`src/rtl/s_link_tx_sched.sv`:
```
// rtl/s_link_tx_sched.sv - round-robin scheduler sharing one tx link buffer among N_REQ requesters
// Grant, write-port mux, length check, write timeout, line-time pacing and inter-frame gap.
module s_link_tx_sched #(
  parameter int N_REQ        = 4,
  parameter int CYC_PER_BYTE = 40,
  parameter int OVHD_CYC     = 320,
  parameter int GAP_CYC      = 64,
  parameter int MAX_LEN      = 1024,
  parameter int WR_TMO       = 4096
) (
  input  logic                 sys_clk,
  input  logic                 glb_rst,
  input  logic [N_REQ-1:0]     i_req,
  input  logic [N_REQ*11-1:0]  i_req_len,
  input  logic [N_REQ-1:0]     i_wren,
  input  logic [N_REQ*11-1:0]  i_waddr,
  input  logic [N_REQ*8-1:0]   i_wdata,
  input  logic [N_REQ-1:0]     i_wr_done,
  output logic [N_REQ-1:0]     o_gnt,
  output logic [N_REQ-1:0]     o_sent,
  output logic [N_REQ-1:0]     o_err,
  output logic                 o_txbuf_wren,
  output logic [10:0]          o_txbuf_waddr,
  output logic [7:0]           o_txbuf_wdata,
  output logic                 o_tx_start,
  output logic [10:0]          o_tx_data_len,
  output logic                 o_busy
);

  localparam int          IDX_W    = (N_REQ > 1) ? $clog2(N_REQ) : 1;
  localparam logic [23:0] CPB      = 24'(CYC_PER_BYTE);
  localparam logic [23:0] OVH      = 24'(OVHD_CYC);
  localparam logic [23:0] GAP_LOAD = 24'(GAP_CYC - 1);
  localparam logic [23:0] TMO_LAST = 24'(WR_TMO - 1);
  localparam logic [10:0] MAX_L    = 11'(MAX_LEN);

  typedef enum logic [2:0] {IDLE, GRANT, START, SEND, GAP} state_t;

  state_t           state_q;
  logic [IDX_W-1:0] gidx_q;
  logic [IDX_W-1:0] rr_ptr_q;
  logic [N_REQ-1:0] gnt_q;
  logic [N_REQ-1:0] sent_q;
  logic [N_REQ-1:0] err_q;
  logic [23:0]      cnt_q;
  logic             wren_q;
  logic [10:0]      waddr_q;
  logic [7:0]       wdata_q;
  logic             tx_start_q;
  logic [10:0]      tx_len_q;

  logic [IDX_W-1:0] pick_idx;
  logic [IDX_W-1:0] cand;
  logic             pick_vld;
  logic [IDX_W-1:0] nxt_ptr;
  logic [N_REQ-1:0] gidx_oh;
  logic             sel_req;
  logic             sel_wren;
  logic             sel_done;
  logic [10:0]      sel_waddr;
  logic [10:0]      sel_len;
  logic [7:0]       sel_wdata;
  logic             len_ok;

  // Scan from the pointer downward so the nearest requester after it wins.
  always_comb begin
    pick_idx = '0;
    pick_vld = 1'b0;
    cand     = '0;
    for (int k = N_REQ - 1; k >= 0; k--) begin
      cand = IDX_W'((int'(rr_ptr_q) + k) % N_REQ);
      if (i_req[cand]) begin
        pick_vld = 1'b1;
        pick_idx = cand;
      end
    end
  end

  always_comb begin
    sel_req   = 1'b0;
    sel_wren  = 1'b0;
    sel_done  = 1'b0;
    sel_waddr = '0;
    sel_len   = '0;
    sel_wdata = '0;
    for (int r = 0; r < N_REQ; r++) begin
      if (IDX_W'(r) == gidx_q) begin
        sel_req   = i_req[r];
        sel_wren  = i_wren[r];
        sel_done  = i_wr_done[r];
        sel_waddr = i_waddr[r*11 +: 11];
        sel_len   = i_req_len[r*11 +: 11];
        sel_wdata = i_wdata[r*8 +: 8];
      end
    end
  end

  assign len_ok  = (sel_len != 11'd0) && (sel_len <= MAX_L);
  assign gidx_oh = N_REQ'(1) << gidx_q;
  assign nxt_ptr = (gidx_q == IDX_W'(N_REQ - 1)) ? '0 : gidx_q + 1'b1;

  always_ff @(posedge sys_clk or negedge glb_rst) begin
    if (!glb_rst) begin
      state_q    <= IDLE;
      gidx_q     <= '0;
      rr_ptr_q   <= '0;
      gnt_q      <= '0;
      sent_q     <= '0;
      err_q      <= '0;
      cnt_q      <= '0;
      wren_q     <= 1'b0;
      waddr_q    <= '0;
      wdata_q    <= '0;
      tx_start_q <= 1'b0;
      tx_len_q   <= '0;
    end else begin
      sent_q     <= '0;
      err_q      <= '0;
      tx_start_q <= 1'b0;
      wren_q     <= 1'b0;
      case (state_q)
        IDLE: begin
          if (pick_vld) begin
            gidx_q  <= pick_idx;
            gnt_q   <= N_REQ'(1) << pick_idx;
            cnt_q   <= '0;
            state_q <= GRANT;
          end
        end
        GRANT: begin
          wren_q <= sel_wren;
          if (sel_wren) begin
            waddr_q <= sel_waddr;
            wdata_q <= sel_wdata;
          end
          // wr_done is checked first so it beats a coincident timeout.
          if (sel_done) begin
            gnt_q <= '0;
            if (len_ok) begin
              tx_len_q   <= sel_len;
              tx_start_q <= 1'b1;
              state_q    <= START;
            end else begin
              err_q    <= gidx_oh;
              cnt_q    <= GAP_LOAD;
              rr_ptr_q <= nxt_ptr;
              state_q  <= GAP;
            end
          end else if (!sel_req || cnt_q == TMO_LAST) begin
            gnt_q    <= '0;
            err_q    <= gidx_oh;
            cnt_q    <= GAP_LOAD;
            rr_ptr_q <= nxt_ptr;
            state_q  <= GAP;
          end else begin
            cnt_q <= cnt_q + 24'd1;
          end
        end
        START: begin
          // The START cycle is the first line cycle of the frame.
          cnt_q   <= {13'd0, tx_len_q} * CPB + OVH - 24'd1;
          state_q <= SEND;
        end
        SEND: begin
          if (cnt_q == 24'd1) begin
            sent_q   <= gidx_oh;
            cnt_q    <= GAP_LOAD;
            rr_ptr_q <= nxt_ptr;
            state_q  <= GAP;
          end else begin
            cnt_q <= cnt_q - 24'd1;
          end
        end
        GAP: begin
          if (cnt_q == 24'd0) begin
            state_q <= IDLE;
          end else begin
            cnt_q <= cnt_q - 24'd1;
          end
        end
        default: state_q <= IDLE;
      endcase
    end
  end

  assign o_gnt         = gnt_q;
  assign o_sent        = sent_q;
  assign o_err         = err_q;
  assign o_txbuf_wren  = wren_q;
  assign o_txbuf_waddr = waddr_q;
  assign o_txbuf_wdata = wdata_q;
  assign o_tx_start    = tx_start_q;
  assign o_tx_data_len = tx_len_q;
  assign o_busy        = (state_q != IDLE);

endmodule

```
`config.mk`:
```
export PLATFORM = sky130hd
export DESIGN_NAME = s_link_tx_sched
export DESIGN_NICKNAME = d
export VERILOG_FILES = /design/src/rtl/s_link_tx_sched.sv
export SDC_FILE = /design/constraint.sdc
export NUM_CORES = 1
export LEC_CHECK = 0
export ABC_AREA = 1
export CAP_MARGIN = 25
export CORE_UTILIZATION = 50
export DETAILED_ROUTE_END_ITERATION = 6
export GPL_TIMING_DRIVEN = 1
export PLACE_DENSITY = 0.83
export SETUP_SLACK_MARGIN = 0.05
export SYNTH_ARGS = -nofsm -noshare
export SYNTH_HDL_FRONTEND = slang
export SYNTH_SLANG_ARGS = --single-unit
```
`constraint.sdc`:
```
create_clock -name sys_clk -period 2.7 [get_ports sys_clk]
set_clock_uncertainty 0.1 [all_clocks]
set_input_delay 0.27 -clock sys_clk [delete_from_list [all_inputs] [get_ports sys_clk]]
set_output_delay 0.27 -clock sys_clk [all_outputs]
set_load 0.02 [all_outputs]
```
[Yosys cells after proc, flatten, opt, wreduce, memory -nomap -nowiden]
Cells that the tools add are included.
Word-level totals
  register bits after elaboration: 75
  logic and storage cells: 136
Cells by class
  add/subtract/negate cells: 8
  $mul: 1
  order comparisons: 5
  eq/ne operators: 16
  shift-type cells: 2
  mux-type cells: 74
  reductions and logical operators: 18
Operators with widths (count)
  24-bit two-way mux: 6
  24-bit one-hot mux with 5 select lines: 1
  11-bit two-way mux: 8
  4-bit two-way mux: 9
  8-bit two-way mux: 4
  24-bit by 1-bit adder with 24-bit output, second input constant: 1
  24-bit by 1-bit equality test with 1-bit output, second input constant: 1
  24-bit by 12-bit equality test with 1-bit output, second input constant: 1
  24-bit logical NOT: 1
  1-bit two-way mux: 24
  24-bit by 1-bit subtractor with 24-bit output, second input constant: 1
  18-bit by 1-bit subtractor with 19-bit output, second input constant: 1
  17-bit by 9-bit adder with 18-bit output, second input constant: 1
  2-bit two-way mux: 9
  3-bit two-way mux: 6
  3-bit one-hot mux with 5 select lines: 1
  11-bit by 3-bit multiplier with 14-bit output, second input constant: 1
  2-bit by 3-bit less-than comparator with 1-bit output, second input constant: 4
  4-bit AND reduction: 3
  11-bit <= comparator, second input constant: 1
  11-bit nonzero test: 1
  1-bit binary-select mux with 2-bit select: 4
  2-bit inequality test, second input constant: 4
  4-bit one-hot mux with 2 select lines: 1
  21 further kinds: 30

[Logic depth before layout (Yosys ltp)]
  word-level depth: 10
  gate-level depth with buffers: 20
  depth with buffers taken out: 18

[Least setup slack after synthesis]
Ideal clock, no wire load.
  path type: register to register
  start point: register tx_len_q[1] (netlist: o_tx_data_len[1])
  end point: register cnt_q[13]
  library setup time: 116 ps
  data arrival time: 2382 ps
  required time: 2484 ps
  slack: 102 ps
  stages on the path, launching flop included: 14
  period minus slack after synthesis: 2598 ps
  cells stage by stage: dfrtp_1 ha_1 ha_1 fa_1 nand3_1 nand3_1 xor2_1 nand3_1 nor2_1 nand2_1 nand3_1 nand2_1 nand2_1 nand2_1
Between the ends
  longest elaborated chain between the ends: 4
Ends and longest elaborated chain
  from (decl): RTL line 50  | logic [10:0] tx_len_q;
  from (signal assigned): RTL line 140  | tx_len_q <= sel_len;
  11-bit by 3-bit multiplier with 14-bit output: RTL line 161  | cnt_q <= {13'd0, tx_len_q} * CPB + OVH - 24'd1;
  17-bit by 9-bit adder with 18-bit output: RTL line 161
  18-bit by 1-bit subtractor with 19-bit output: RTL line 161
  24-bit one-hot mux with 5 select lines: RTL line 121  | case (state_q)
  to (signal assigned): RTL line 156  | cnt_q <= cnt_q + 24'd1;
  to (signal assigned): RTL line 161
  to (signal assigned): RTL line 171  | cnt_q <= cnt_q - 24'd1;
  to (decl): RTL line 45  | logic [23:0] cnt_q;
No other way between the ends.
A chain may end at the register's enable or synchronous reset.

[Final worst setup path]
  start point: register tx_len_q[3] (netlist: o_tx_data_len[3])
  end point: register cnt_q[11]
The elaborated chain is that of the path after synthesis.

==> results.cfg <==
[clock_network]
cts_sinks = 75
path_clk_slew_ns = 0.06
cts_root_buf = clkbuf_16
clk_path_buf_depth = 2
cts_buffers = 9
cts_tree = built
clk_latency_ns = 0.36
htreeDepth = 3

[yosys]
syn_area_um2 = 6410
synthArstFlopShare = 1.00
seq_area_frac_synth = 0.293
yosys.area_share.adder = 0.0558
ys_seq_elements = 75
syn_avg_cell_area_um2 = 6.47
synth_xor_area_frac = 0.0588
synth_top_family_by_area = simple AND/OR/NAND/NOR gates
ys.flop_type = dfrtp_1
synth_compound_area_frac = 0.163
synthesis.nets = 1153
synth_simple_gate_area_frac = 0.339
synth.area.top_cells = dfrtp_1 29%, nand2_1 16%, o21ai_0 6.7%, a21oi_1 6.0%, nor2_1 6.0%
yosysWarnings = 0
ys_types = 42
syn_inst = 991
yosysTopAreaCell = dfrtp_1
synth-edff-count = 0
synthMuxAreaShare = 0
yosysTopAreaCellShare = 0.293

[global_route]
overflow = 0
grt_max_degree = 76
antenna_found_initial = 1
grt_util_all_layers = 0.321
grt_pass1_wl_um = 33100
grt_pass1_vias = 6916

[die]
ios = 179
core_area_um2 = 12300
initial_core_util = 0.523
dieWidth_um = 115
std_cell_rows = 40
die-area_um2 = 13300
die_y_um = 115

[finish]
drive_above_1_share = 0.0980
areaGrowthSynthToFinish_pct = 41.4
fin_area_um2 = 9060
fin_nets = 1330

[detailed_routing]
drc = 0
viasPerCell = 5.54
wl_per_cell_um = 16.0
drtAntennaViolNets = 0
vias = 7436
dr.pass1.iters = 5
routed_wl_um = 21500
drtIter0Drc = 599

[pwr]
p_leak_nw = 4.25
powerDensity_nw_per_um2 = 1170
ir_drop_v = 0.000537

[sta]
rsz0062_at_grt = true
hold_viol_final = 0
setup_viol = 0
fin_tns_setup_ns = 0
fmax_ghz = 0.381
worst_pin_slew_ns = 0.676
slew_viol_final = 0
period_minus_slack_ns = 2.62
holdWs_ns = 0.165
fin_crit_sh = 0.972
max_slew_margin = 0.545

[placement]
io_buffer_count = 178
place_congestion = 0.986
place_area_um2 = 8400
hpwl_um = 15700

[worst_setup_path]
worstSetupPathType = register to register
critPathRequiredTime_ns = 2.90
cp_max_fo = 4
cp.arrival_ns = 2.82
cp-end-kind = register
start_kind = register

[run_status]
status = finished clean

[min_path]
hold_path_class = primary input to asynchronous set/reset pin

[job]
cap_viol_max_count = 0
metal layers:
layer	wire length, um	part of all wire	global-route usage
met3	1590	0.074	0.0648
met4	792	0.037	0.157
met5	0	0	0
met1	8500	0.40	0.378
met2	10600	0.49	0.559
registers in the layout, summed over array words and instances, names as in the netlist:
| register | count |
|---|---|
| cnt_q | 24 |
| o_tx_data_len | 11 |
| o_txbuf_waddr | 11 |
| o_txbuf_wdata | 8 |
| o_err | 4 |
| o_gnt | 4 |
| o_sent | 4 |
| state_q | 3 |
| gidx_q | 2 |
| rr_ptr_q | 2 |
| o_tx_start | 1 |
| o_txbuf_wren | 1 |
cells in the final DEF (no fill, tap or decap), drive strengths merged, types with 10 or more instances in the layout:
cell / count
ha: 27
nor2: 106
clkbuf: 10
nand3: 68
dfrtp: 75
a21oi: 79
nand4: 14
nor3: 26
buf: 40
clkdlybuf4s50: 177
inv: 85
xor2: 30
o21ai: 95
nand2: 282
xnor2: 13
final timing paths:
| path | startpoint | to | slack (ns) | cells after the start |
|---|---|---|---|---|
| setup / recovery | o_tx_data_len[3] | cnt_q[11] | 0.08 | 12 |
| hold / removal | glb_rst | o_tx_data_len[8] | 0.17 | 2 |
| setup reg to reg | o_tx_data_len[3] | cnt_q[11] | 0.08 | 12 |
| hold reg to reg | o_gnt[1] | o_gnt[1] | 0.41 | 1 |
| max in group asynchronous | glb_rst | cnt_q[7] | 1.75 | 3 |
| min in group sys_clk | o_gnt[1] | o_gnt[1] | 0.41 | 1 |
final cells by class:
cell class	count	area (um^2)
antenna	1	2.50
clock buffer	9	225
clock inverter	7	58.8
fill	1011	3200
inverter	81	317
multi-input combinational	782	4170
sequential	75	1880
tap	168	210
timing repair buffer	219	2200
logic make-up after synthesis:
logic type / count (synthesis)
AOI/OAI and AO/OA: 197
xor gates and xnor gates: 43
adders and majority gates: 28
buffers and inverters: 134
DFF: 75
and+or+nand+nor: 514
synth_stat cells, types with 18 or more instances:
library cell and count:
inv_1 76, nor3_1 24, nor2_1 102, dfrtp_1 75
a21oi_1 77, clkbuf_1 18, nand3_1 68, nand2_1 279
ha_1 27, o21ai_0 86, xor2_1 30, buf_2 23
critical path, stage by stage (launching register included):
cell and delay, ns:
dfrtp_1 0.42, ha_4 0.26, ha_4 0.16, fa_2 0.41
xor2_1 0.23, inv_1 0.11, nand2_1 0.14, nand3_2 0.14
a21oi_1 0.18, o21ai_0 0.13, o211ai_1 0.14, nand2_1 0.08
nand2_1 0.06
metrics by stage:
stage               utilization  cells  worst slack [ns]  power [mW]
floorplan                     -    991             0.102        6.45
global placement          0.685   1318            0.0954        8.41
detailed placement        0.685   1318            0.0262        8.55
CTS                       0.709   1334            0.0691        9.79
global route              0.739   1341           -0.0846        11.4
finish                    0.739   1342            0.0751        10.6
report_power, final:
group	total (mW)	switching [mW]	leakage, nW	internal, mW
sequential	2.00	0.450	0.960	1.55
clock	1.19	0.558	0.133	0.637
combinational	7.36	4.46	3.16	2.90
what timing repair did:
action / 4_1_cts / 5_1_grt
setup buffers: 0 / 4
hold buffers: 0 / 1
setup endpoints to repair: 5 / 61
pin swaps: 0 / 13
gates cloned: 0 / 1
hold endpoints to repair: 0 / 75
gates resized for setup: 3 / 64
No activity file was read; power rests on OpenSTA's default activity.
